$ cat src/rtl/cmd_sequencer.sv
// Command sequencer: fetches 16-bit command words from a show-ahead FIFO and
// drives Bus Pirate IO pins (static levels, delays, mode-0 SPI byte transfers).
module cmd_sequencer #(
    parameter int BP_PINS    = 5,
    parameter int FIFO_WIDTH = 16,
    parameter int SPI_HALF   = 2,
    parameter int PIN_MOSI   = 0,
    parameter int PIN_CLK    = 1,
    parameter int PIN_MISO   = 2
) (
    input  logic                  clock,
    input  logic                  reset,
    input  logic                  pause,
    input  logic [FIFO_WIDTH-1:0] cmd_data,
    input  logic                  cmd_nempty,
    output logic                  cmd_pop,
    output logic [FIFO_WIDTH-1:0] res_data,
    input  logic                  res_full,
    output logic                  res_push,
    input  logic [BP_PINS-1:0]    io_in,
    output logic [BP_PINS-1:0]    io_out,
    output logic                  active,
    output logic                  bad_cmd,
    output logic [2:0]            dbg_state
);

    // Handshakes: cmd_pop is high for one cycle, only while cmd_nempty=1, and the
    // head word is consumed on that cycle's rising edge; res_push is high for one
    // cycle, only while res_full=0, and res_data is written on that edge.

    localparam logic [2:0] S_IDLE    = 3'd0;
    localparam logic [2:0] S_EXEC    = 3'd1;
    localparam logic [2:0] S_DELAY   = 3'd2;
    localparam logic [2:0] S_SPI_SET = 3'd3;
    localparam logic [2:0] S_SPI_HI  = 3'd4;
    localparam logic [2:0] S_SPI_LO  = 3'd5;
    localparam logic [2:0] S_PUSH    = 3'd6;

    localparam logic [7:0] OP_SPI   = 8'h08;
    localparam logic [7:0] OP_PINS  = 8'h81;
    localparam logic [7:0] OP_DELAY = 8'h84;
    localparam logic [7:0] OP_LOW_A = 8'hFE;
    localparam logic [7:0] OP_LOW_B = 8'hFF;

    // SPI_LO already spends one low cycle, so later bits reload SET one shorter.
    localparam logic [7:0] HALF_LAST   = 8'(SPI_HALF - 1);
    localparam logic [7:0] HALF_RELOAD = (SPI_HALF > 1) ? 8'(SPI_HALF - 2) : 8'd0;

    logic [2:0]         state_q, state_d;
    logic [15:0]        cmd_q, cmd_d;
    logic [BP_PINS-1:0] io_q, io_d;
    logic [7:0]         cnt_q, cnt_d;
    logic [7:0]         half_q, half_d;
    logic [2:0]         bit_q, bit_d;
    logic [7:0]         shift_q, shift_d;
    logic [7:0]         rx_q, rx_d;
    logic               bad_q, bad_d;

    logic [7:0] opcode;
    logic [7:0] arg;
    logic       fetch;
    logic       unused_io;

    assign opcode    = cmd_q[15:8];
    assign arg       = cmd_q[7:0];
    assign fetch     = (state_q == S_IDLE) && !pause && cmd_nempty;
    assign unused_io = ^io_in;

    always_comb begin
        state_d  = state_q;
        cmd_d    = cmd_q;
        io_d     = io_q;
        cnt_d    = cnt_q;
        half_d   = half_q;
        bit_d    = bit_q;
        shift_d  = shift_q;
        rx_d     = rx_q;
        bad_d    = bad_q;
        res_push = 1'b0;

        case (state_q)
            S_IDLE: begin
                if (fetch) begin
                    cmd_d   = cmd_data[15:0];
                    state_d = S_EXEC;
                end
            end

            S_EXEC: begin
                state_d = S_IDLE;
                case (opcode)
                    OP_PINS: io_d = arg[BP_PINS-1:0];
                    OP_LOW_A, OP_LOW_B: io_d = '0;
                    OP_DELAY: begin
                        if (arg != 8'd0) begin
                            cnt_d   = arg;
                            state_d = S_DELAY;
                        end
                    end
                    OP_SPI: begin
                        shift_d         = arg;
                        rx_d            = 8'd0;
                        bit_d           = 3'd7;
                        half_d          = HALF_LAST;
                        io_d[PIN_MOSI]  = arg[7];
                        io_d[PIN_CLK]   = 1'b0;
                        state_d         = S_SPI_SET;
                    end
                    default: bad_d = 1'b1;
                endcase
            end

            S_DELAY: begin
                cnt_d = cnt_q - 8'd1;
                if (cnt_q == 8'd1) begin
                    state_d = S_IDLE;
                end
            end

            S_SPI_SET: begin
                if (half_q == 8'd0) begin
                    half_d        = HALF_LAST;
                    io_d[PIN_CLK] = 1'b1;
                    state_d       = S_SPI_HI;
                end else begin
                    half_d = half_q - 8'd1;
                end
            end

            S_SPI_HI: begin
                if (half_q == HALF_LAST) begin
                    rx_d = {rx_q[6:0], io_in[PIN_MISO]};
                end
                if (half_q == 8'd0) begin
                    io_d[PIN_CLK] = 1'b0;
                    // MOSI moves on the falling edge; the last bit stays on the pin.
                    if (bit_q != 3'd0) begin
                        io_d[PIN_MOSI] = shift_q[6];
                        shift_d        = {shift_q[6:0], 1'b0};
                    end
                    state_d = S_SPI_LO;
                end else begin
                    half_d = half_q - 8'd1;
                end
            end

            S_SPI_LO: begin
                if (bit_q == 3'd0) begin
                    state_d = S_PUSH;
                end else begin
                    bit_d = bit_q - 3'd1;
                    if (SPI_HALF == 1) begin
                        half_d        = HALF_LAST;
                        io_d[PIN_CLK] = 1'b1;
                        state_d       = S_SPI_HI;
                    end else begin
                        half_d  = HALF_RELOAD;
                        state_d = S_SPI_SET;
                    end
                end
            end

            S_PUSH: begin
                if (!res_full) begin
                    res_push = 1'b1;
                    state_d  = S_IDLE;
                end
            end

            default: state_d = S_IDLE;
        endcase
    end

    always_ff @(posedge clock or posedge reset) begin
        if (reset) begin
            state_q <= S_IDLE;
            cmd_q   <= 16'd0;
            io_q    <= '0;
            cnt_q   <= 8'd0;
            half_q  <= 8'd0;
            bit_q   <= 3'd0;
            shift_q <= 8'd0;
            rx_q    <= 8'd0;
            bad_q   <= 1'b0;
        end else begin
            state_q <= state_d;
            cmd_q   <= cmd_d;
            io_q    <= io_d;
            cnt_q   <= cnt_d;
            half_q  <= half_d;
            bit_q   <= bit_d;
            shift_q <= shift_d;
            rx_q    <= rx_d;
            bad_q   <= bad_d;
        end
    end

    // The pop is combinational from IDLE, so it must be masked while reset holds IDLE.
    assign cmd_pop   = fetch && !reset;
    assign res_data  = {{(FIFO_WIDTH-8){1'b0}}, rx_q};
    assign io_out    = io_q;
    assign active    = (state_q != S_IDLE);
    assign bad_cmd   = bad_q;
    assign dbg_state = state_q;

endmodule
$ cat config.mk
export PLATFORM = sky130hd
export DESIGN_NAME = cmd_sequencer
export DESIGN_NICKNAME = d
export VERILOG_FILES = /design/src/rtl/cmd_sequencer.sv
export SDC_FILE = /design/constraint.sdc
export NUM_CORES = 1
export LEC_CHECK = 0
export CAP_MARGIN = 25
export CORE_UTILIZATION = 53
export DETAILED_ROUTE_END_ITERATION = 8
export PLACE_DENSITY = 0.86
export SETUP_SLACK_MARGIN = 0.5
export SYNTH_ARGS = -nofsm -noshare
export SYNTH_HDL_FRONTEND = slang
export SYNTH_SLANG_ARGS = --single-unit
$ cat constraint.sdc
create_clock -name clock -period 2.4 [get_ports clock]
set_input_delay 0.72 -clock clock [delete_from_list [all_inputs] [get_ports clock]]
set_output_delay 0.72 -clock clock [all_outputs]
set_load 0.01 [all_outputs]
**Word level (Yosys, flattened, before mapping)**

Index checks and enable logic that the tools add are counted.

- Register bits: 59
- Logic and storage cells: 107

- Add/subtract/negate cells: 3
- Eq/ne operators: 26
- Muxes and demuxes: 36
- Bitwise operators: 1
- Reduce and logical (&&, ||, !) cells: 30

Operators by type and width:

| kind | count |
|---|---|
| 8-bit two-way mux | 8 |
| 8-bit == test, second input constant | 4 |
| 8-bit case mux with 2 select lines | 2 |
| 8-bit case mux with 4 select lines | 1 |
| 3-bit two-way mux | 8 |
| 7-bit two-way mux | 3 |
| 3-bit case mux with 7 select lines | 1 |
| 2-bit inequality test, second input constant | 10 |
| 8-bit by 1-bit == test with 1-bit output, second input constant | 2 |
| 4-bit AND reduction | 4 |
| 8-bit by 1-bit subtractor with 8-bit output, second input constant | 2 |
| 7-bit case mux with 2 select lines | 1 |
| 3-bit case mux with 2 select lines | 2 |
| 3-bit == test, second input constant | 3 |
| 3-bit AND reduction | 3 |
| 3-bit nonzero test | 3 |
| 8-bit by 4-bit == test with 1-bit output, second input constant | 1 |
| 8-bit zero test | 1 |
| 2-bit nonzero test | 4 |
| 8-bit nonzero test | 1 |
| 3-bit by 2-bit == test with 1-bit output, second input constant | 2 |
| 3-bit zero test | 2 |
| 2-bit case mux with 3 select lines | 1 |
| 2-bit AND reduction | 3 |
| 16 further kinds | 24 |

**Logic depth before layout (Yosys ltp)**

Gate-level depths: netlist (run 1).

- Word-level depth: 5
- Gate-level depth with buffers: 9
- Mapped depth without buffers: 7

**Worst setup path after synthesis (run 1)**

OpenSTA, ideal clock, no wires.

- Path kind: input-to-output
- From: in cmd_nempty
- To: out cmd_pop
- Arrival: 1637 ps
- Required time: 1680 ps
- Setup slack: 43 ps
- Cell stages on the path: 4
- Path buffers: 1
- Cell sequence: nor2b_1 nand4_1 clkbuf_1 nor2_1

- Cells in the longest elaborated chain, start to end: 2

Ends and longest elaborated chain:

| what | RTL line | RTL |
|---|---|---|
| from (decl) | 15 | `input logic cmd_nempty,` |
| 1-bit logical AND | 66 | `assign fetch = (state_q == S_IDLE) && !pause && cmd_nempty;` |
| 1-bit logical AND | 199 | `assign cmd_pop = fetch && !reset;` |
| to (decl) | 16 | `output logic cmd_pop,` |

No other way between the ends.

**Final worst setup path (run 1)**

- From: in pause
- To: out cmd_pop

- Cells in the longest elaborated chain, start to end: 4

Ends and longest elaborated chain:

| what | RTL line | RTL |
|---|---|---|
| from (decl) | 13 | `input logic pause,` |
| 1-bit zero test | 66 |  |
| 1-bit logical AND (2 in series) | 66 |  |
| 1-bit logical AND | 199 |  |

No other way between the ends.

==> qor.csv, run 1 <==
metric,value,unit
run status,finished clean,
Setup CP Type,input port to output pin,
die area,6303,sq um
Finished Layout Cells,488,
CP dominant cell by count,buf_6,
critical-path cell list,buf_6 -> nor2b_4 -> nand4_1 -> nor2_4 -> buf_6,
clock buffer depth,2,
drt initial violations,286,
Final Hold Viols,0,
Leak,1.963,nW
root buf cell,clkbuf_8,
Mapped Area,3174,sq um
Crit path buffers/inverters,2,
Num CTS Buffers,9,
largest net degree at the start of global routing,60,
Slew Limit Fails,0,
DR WL/cell,21.02,um
initial antenna violation count,0,
GRT Total Usage,0.2697,
via count,3173,
dpl cell area,3732,sq um
die width,79.39,um
synth warn,0,
post-synthesis sequential area ratio,0.4651,
unrepaired setup endpoints after global routing,true,
total clock sinks,59,
worst endpoint required time,1.68,ns
setup violators final,0,
M1 GR Usage,0.3386,
Crit path max-delay family,simple AND/OR/NAND/NOR gates,
starting density of the core,0.5627,
gr busiest metal,met2,
GRT Residual Overflow,0,
FF-to-FF path depth,7,
PwrDens,1150,nW/um^2
first-pass GRT wire length,12800,um
Fmax,0.4651,GHz
placed cell count,439,
Clock Skew,0.006929,ns
pre-CTS setup slack,-0.5591,ns
crit-path max cell delay,0.24,ns
met2 global-route usage,0.4543,
Final Cycle Share,0.8958,
Routed WL,10260,um
DIE HEIGHT,79.39,um
CTS tree,built,
Worst-Skew Late Latency,0.35,ns
Max VDD drop,0.8968,mV
vias in the first global route,2734,
Synth Register Bits,59,
hold slack,0.4907,ns
core outline area,5642,sq um
CP Capture Type,output pin,
critical path peak fanout,2,
Synth cell types,60,
Mapped Cells,325,
syn avg cell area,9.767,sq um
Final Cell Area,4619,sq um
Residual DRC,0,
Startpoint Class,input port,
Final min period,2.150,ns
I/O pins,54,
ys async rst share,1.000,
number of flops mapped to enable cells by yosys,0,
H-Tree Depth,3,
diode count,0,
WHS Path Cells,2,
Nets,444,
vias per cell,6.502,
row cnt,27,
"Top FF cell, synth",dfrtp_1,
Worst path slowest cell,nand4_1,
number of max-cap violations,0,
layout cell share with drive strength beyond 1,0.3870,
GPL Wtd Cong,0.8503,
Crit path depth,5,
post-route ant nets,0,
setup ws final,0.2500,ns
port bufs,41,
Final Core Density,0.8188,
"CTS clk-pin slew, worst paths",0.07,ns
Pre-Repair DR Iteration Count,6,
grt met3 use,0.04000,
CP arrival,1.43,ns
Tightest Hold Check Type,register to register,
DP HPWL,5271,um
Syn-to-layout area delta,45.53,%
## Yosys cell counts, types with 2 or more instances
library cell	instances	area (sq um)
nor2b_1	3	18.77
a222oi_1	2	20.02
o22ai_1	2	12.51
nor3_1	8	40.04
or3_1	3	18.77
a22o_1	3	26.28
o211ai_1	3	22.52
o21ai_0	22	110.1
nand2b_1	4	25.02
nor3b_1	3	22.52
nand3b_1	2	15.01
buf_4	8	60.06
a21oi_1	19	95.09
buf_2	4	20.02
a211oi_1	4	30.03
o31ai_1	2	15.01
a21boi_0	2	15.01
ha_1	7	87.58
a21o_1	2	15.01
o21ai_1	2	10.01
dfrtp_1	59	1476
or4_1	2	15.01
a32o_1	4	40.04
nor2_1	24	90.09
a31o_2	3	26.28
nor4_1	3	18.77
nand3_1	14	70.07
inv_1	13	48.80
o311ai_0	2	17.52
and3_1	2	12.51
clkbuf_1	8	30.03
and2_1	3	18.77
mux2_2	17	191.4
nand2_1	31	116.4
nand4_1	4	25.02
and4_1	2	17.52
mux2i_1	6	60.06
## per-stage QoR
step,power [mW],setup TNS [ns]
CTS,4.454,0
floorplan,2.782,0
global route,5.528,0
global placement,3.194,-0.7441
detailed placement,3.308,-0.7617
finish,5.310,0
## timing repair
action	CTS	global route
pin swaps	12	23
setup endpoints to repair	63	43
resized for setup	70	80
cloned	0	2
hold buffers	0	0
buffers inserted	6	25
## worst min-delay path, delay by kind of cell, from the launching register on
family	cells	cell delay, ns
compound gates	1	0.06
flops	1	0.34
simple gates	1	0.05
## cell type report
class	instances	area, sq um
clock inverters	4	72.57
multi-input cells	240	1949
fillers	297	1022
well taps	72	90.09
flip-flops and latches	59	1483
clock buffers	12	155.1
repair buffers	87	813.3
inverters	14	56.30
## cell families (layout without fill, tap and decap cells)
logic type,count (synthesis),count (layout),synth area share
multiplexers,23,23,0.07923
AO/OA/AOI/OAI,83,84,0.1782
AND/OR/NAND/NOR,118,118,0.1975
buffers and inverters,34,117,0.05124
adder cells (fa/ha/maj),7,7,0.02759
flip-flops,59,59,0.4651
other,1,8,0.001181
## report_power, final
| part | internal [mW] | switching [mW] | leakage (nW) | total (mW) |
|---|---|---|---|---|
| registers | 1.39 | 0.553 | 0.737 | 1.94 |
| logic | 1.14 | 1.18 | 1.11 | 2.31 |
| clock network | 0.640 | 0.414 | 0.113 | 1.05 |
| total | 3.16 | 2.15 | 1.96 | 5.31 |
## cells in the final DEF, fill, tap and decap left out, types with 9 or more instances in the layout
master	instances
nand3_1	12
buf_6	14
clkdlybuf4s50_1	17
nand2_1	29
buf_4	32
dfrtp_1	54
dlygate4sd2_1	16
mux2_2	16
o21ai_1	9
clkbuf_8	11
o21ai_0	12
inv_1	10
a21oi_1	11
nor2_1	16
## flip-flops by register name (all words and copies together) (netlist names)
name and count:
shift_q 7, rx_q 8, dbg_state 3, bit_q 3, io_out 5, cnt_q 8
cmd_q 16, bad_cmd 1, half_q 8
## layer usage
metal | part of all wire | vias to the layer above
met4 | 0.042 | 0
li1 | - | 1347
met3 | 0.073 | 49
met2 | 0.51 | 205
met5 | 0 | -
met1 | 0.38 | 1572
## path summary, 6_finish.rpt
check	start	endpoint	slack, ns
min	rx_q[7]	rx_q[7]	0.49
min reg2reg	rx_q[7]	rx_q[7]	0.49
max in group asynchronous	reset	cmd_q[7]	1.39
max reg2reg	cmd_q[14]	shift_q[3]	0.32
min in group asynchronous	reset	cmd_q[4]	0.74
max	pause	cmd_pop	0.25
Note: power is estimated with default switching activity, not from simulation.
==> run 2, diff against run 1 <==
--- a/config.mk
+++ b/config.mk
@@ -6,6 +6,7 @@
 export NUM_CORES = 1
 export LEC_CHECK = 0
 export CAP_MARGIN = 25
+export CORE_MARGIN = 3
 export CORE_UTILIZATION = 53
 export DETAILED_ROUTE_END_ITERATION = 8
 export PLACE_DENSITY = 0.86
==> run 2 against run 1 <==
- clock power down 9%
- sequential cell count stayed put
- sequential power about the same
- combinational power up 5%
- final area up 0.27%
- maximum frequency rose by 0.27%
- via count barely moved
- count of clock-buffer cells in the layout is 2 lower
- utilization rose by 0.22 points
- global-route usage fell by 2.9 points
- critical path type is now register to register
- die area grew 10%
==> qor.csv, run 2 (synthesis gave the netlist of run 1 again) <==
metric,value,unit
run status,finished clean,
I/O pins,54,
die area,6954,sq um
hold path endpoint,rx_q[7],
CTS tree,built,
initial antenna violation count,0,
Post-CTS Hold Fix Bufs,0,
DR WL/cell,21.21,um
vias per cell,6.279,
flip-flop and latch area,1485,sq um
worst endpoint required time,2.69,ns
Leak,2.021,nW
Startpoint Class,register,
port bufs,41,
Final Hold Viols,0,
GRT Residual Overflow,0,
Setup CP Type,register to register,
Syn-to-layout area delta,45.92,%
unrepaired setup endpoints after global routing,true,
Fmax,0.4664,GHz
Final Core Density,0.8210,
FF-to-FF path depth,5,
Nets,461,
Largest register FFs,16,
CP arrival,2.44,ns
GRT Total Usage,0.2403,
Slew HR,0.6546,
fill cell count,289,
"commonest cells after routing, fill and taps aside","dfrtp_1 (52), buf_4 (47), nand2_1 (30)",
via count,3171,
Max VDD drop,0.7752,mV
drt initial violations,319,
Final Cell Area,4632,sq um
GPL Wtd Cong,0.8136,
DP HPWL,5384,um
CP Capture Type,register,
area of the multi-input gates,1853,sq um
DIE HEIGHT,83.39,um
Final Cycle Share,0.8935,
setup violators final,0,
post-route ant nets,0,
critical path peak fanout,5,
RR Endpoint,io_out[1],
pre-CTS setup slack,-0.6161,ns
Final min period,2.144,ns
row cnt,27,
vias in the first global route,2817,
reg2reg setup slack,0.26,ns
dpl cell area,3745,sq um
"commonest non-fill, non-tap cell in the layout",dfrtp_1,
Residual DRC,0,
Pre-Repair DR Iteration Count,5,
PwrDens,1142,nW/um^2
"CTS clk-pin slew, worst paths",0.08,ns
hold wc startpoint,rx_q[7],
H-Tree Depth,3,
core outline area,5642,sq um
"Most flops, register",cmd_q,
die width,83.39,um
root buf cell,clkbuf_8,
layout cell share with drive strength beyond 1,0.3857,
first-pass GRT wire length,13380,um
number of max-cap violations,0,
Worst-Skew Late Latency,0.36,ns
Worst-Margin Slew,0.5170,ns
Routed WL,10710,um
setup ws final,0.2557,ns
diode count,0,
clock buffer depth,2,
Tightest Hold Check Type,register to register,
total clock sinks,59,
Clock Skew,0.01690,ns
WHS Path Cells,2,
largest net degree at the start of global routing,22,
starting density of the core,0.5627,
Num CTS Buffers,9,
Slew Limit Fails,0,
R2R Path Start,cmd_q[12],
-- run 2: how the worst max path moves through the flow --
stage | startpoint | endpoint | depth (start not counted)
2_1_floorplan | cmd_nempty | cmd_pop | 4
3_3_place_gp | cmd_nempty | cmd_pop | 5
3_5_place_dp | cmd_nempty | cmd_pop | 5
4_1_cts | pause | cmd_pop | 6
5_1_grt | cmd_q[12] | io_out[1] | 5
6_report | cmd_q[12] | io_out[1] | 5
-- run 2: layer usage --
layer / vias to the layer above / GRT usage / part of all wire / wire (um)
met4: 0 / 0.1204 / 0.037 / 399
met1: 1561 / 0.2852 / 0.38 / 4093
met3: 43 / 0.05258 / 0.064 / 683
li1: 1396 / - / - / -
met2: 171 / 0.4089 / 0.52 / 5538
met5: - / 0 / 0 / 0
-- run 2: layout make-up --
class                           instances  area share
Clock inverter                          6     0.01405
Inverter                               14     0.01243
Timing Repair Buffer                  103      0.2037
Clock buffer                           10     0.02971
Multi-Input combinational cell        241      0.4001
Tap cell                               72     0.01945
Sequential cell                        59      0.3206
-- run 2: worst max-delay path, cell delays in order (launching register included) --
cell and delay [ns]:
dfrtp_2 0.40, or4_4 0.63, a211oi_4 0.29, o21ai_2 0.12
a222oi_1 0.45, a31o_2 0.18
-- run 2: where the power goes --
group / switching (mW) / internal (mW) / total [mW]
clock: 0.449 / 0.507 / 0.956
combinational: 1.19 / 1.23 / 2.42
sequential: 0.522 / 1.39 / 1.91
-- run 2: through the flow --
stage	instances	power [mW]	TNS, ns	hold WS, ns
2_1_floorplan	332	2.782	0	0.4476
3_3_place_gp	439	3.198	-0.7540	0.4639
3_5_place_dp	439	3.306	-0.8257	0.4717
4_1_cts	466	4.407	0	0.4961
5_1_grt	505	5.533	0	0.5138
6_report	505	5.290	0	0.4991
-- run 2: repair_timing --
action                     4_1_cts  5_1_grt
setup endpoints to repair       66       45
cloned                           1        1
pin swaps                       11       24
setup buffers                   10       38
resized for setup               82       59
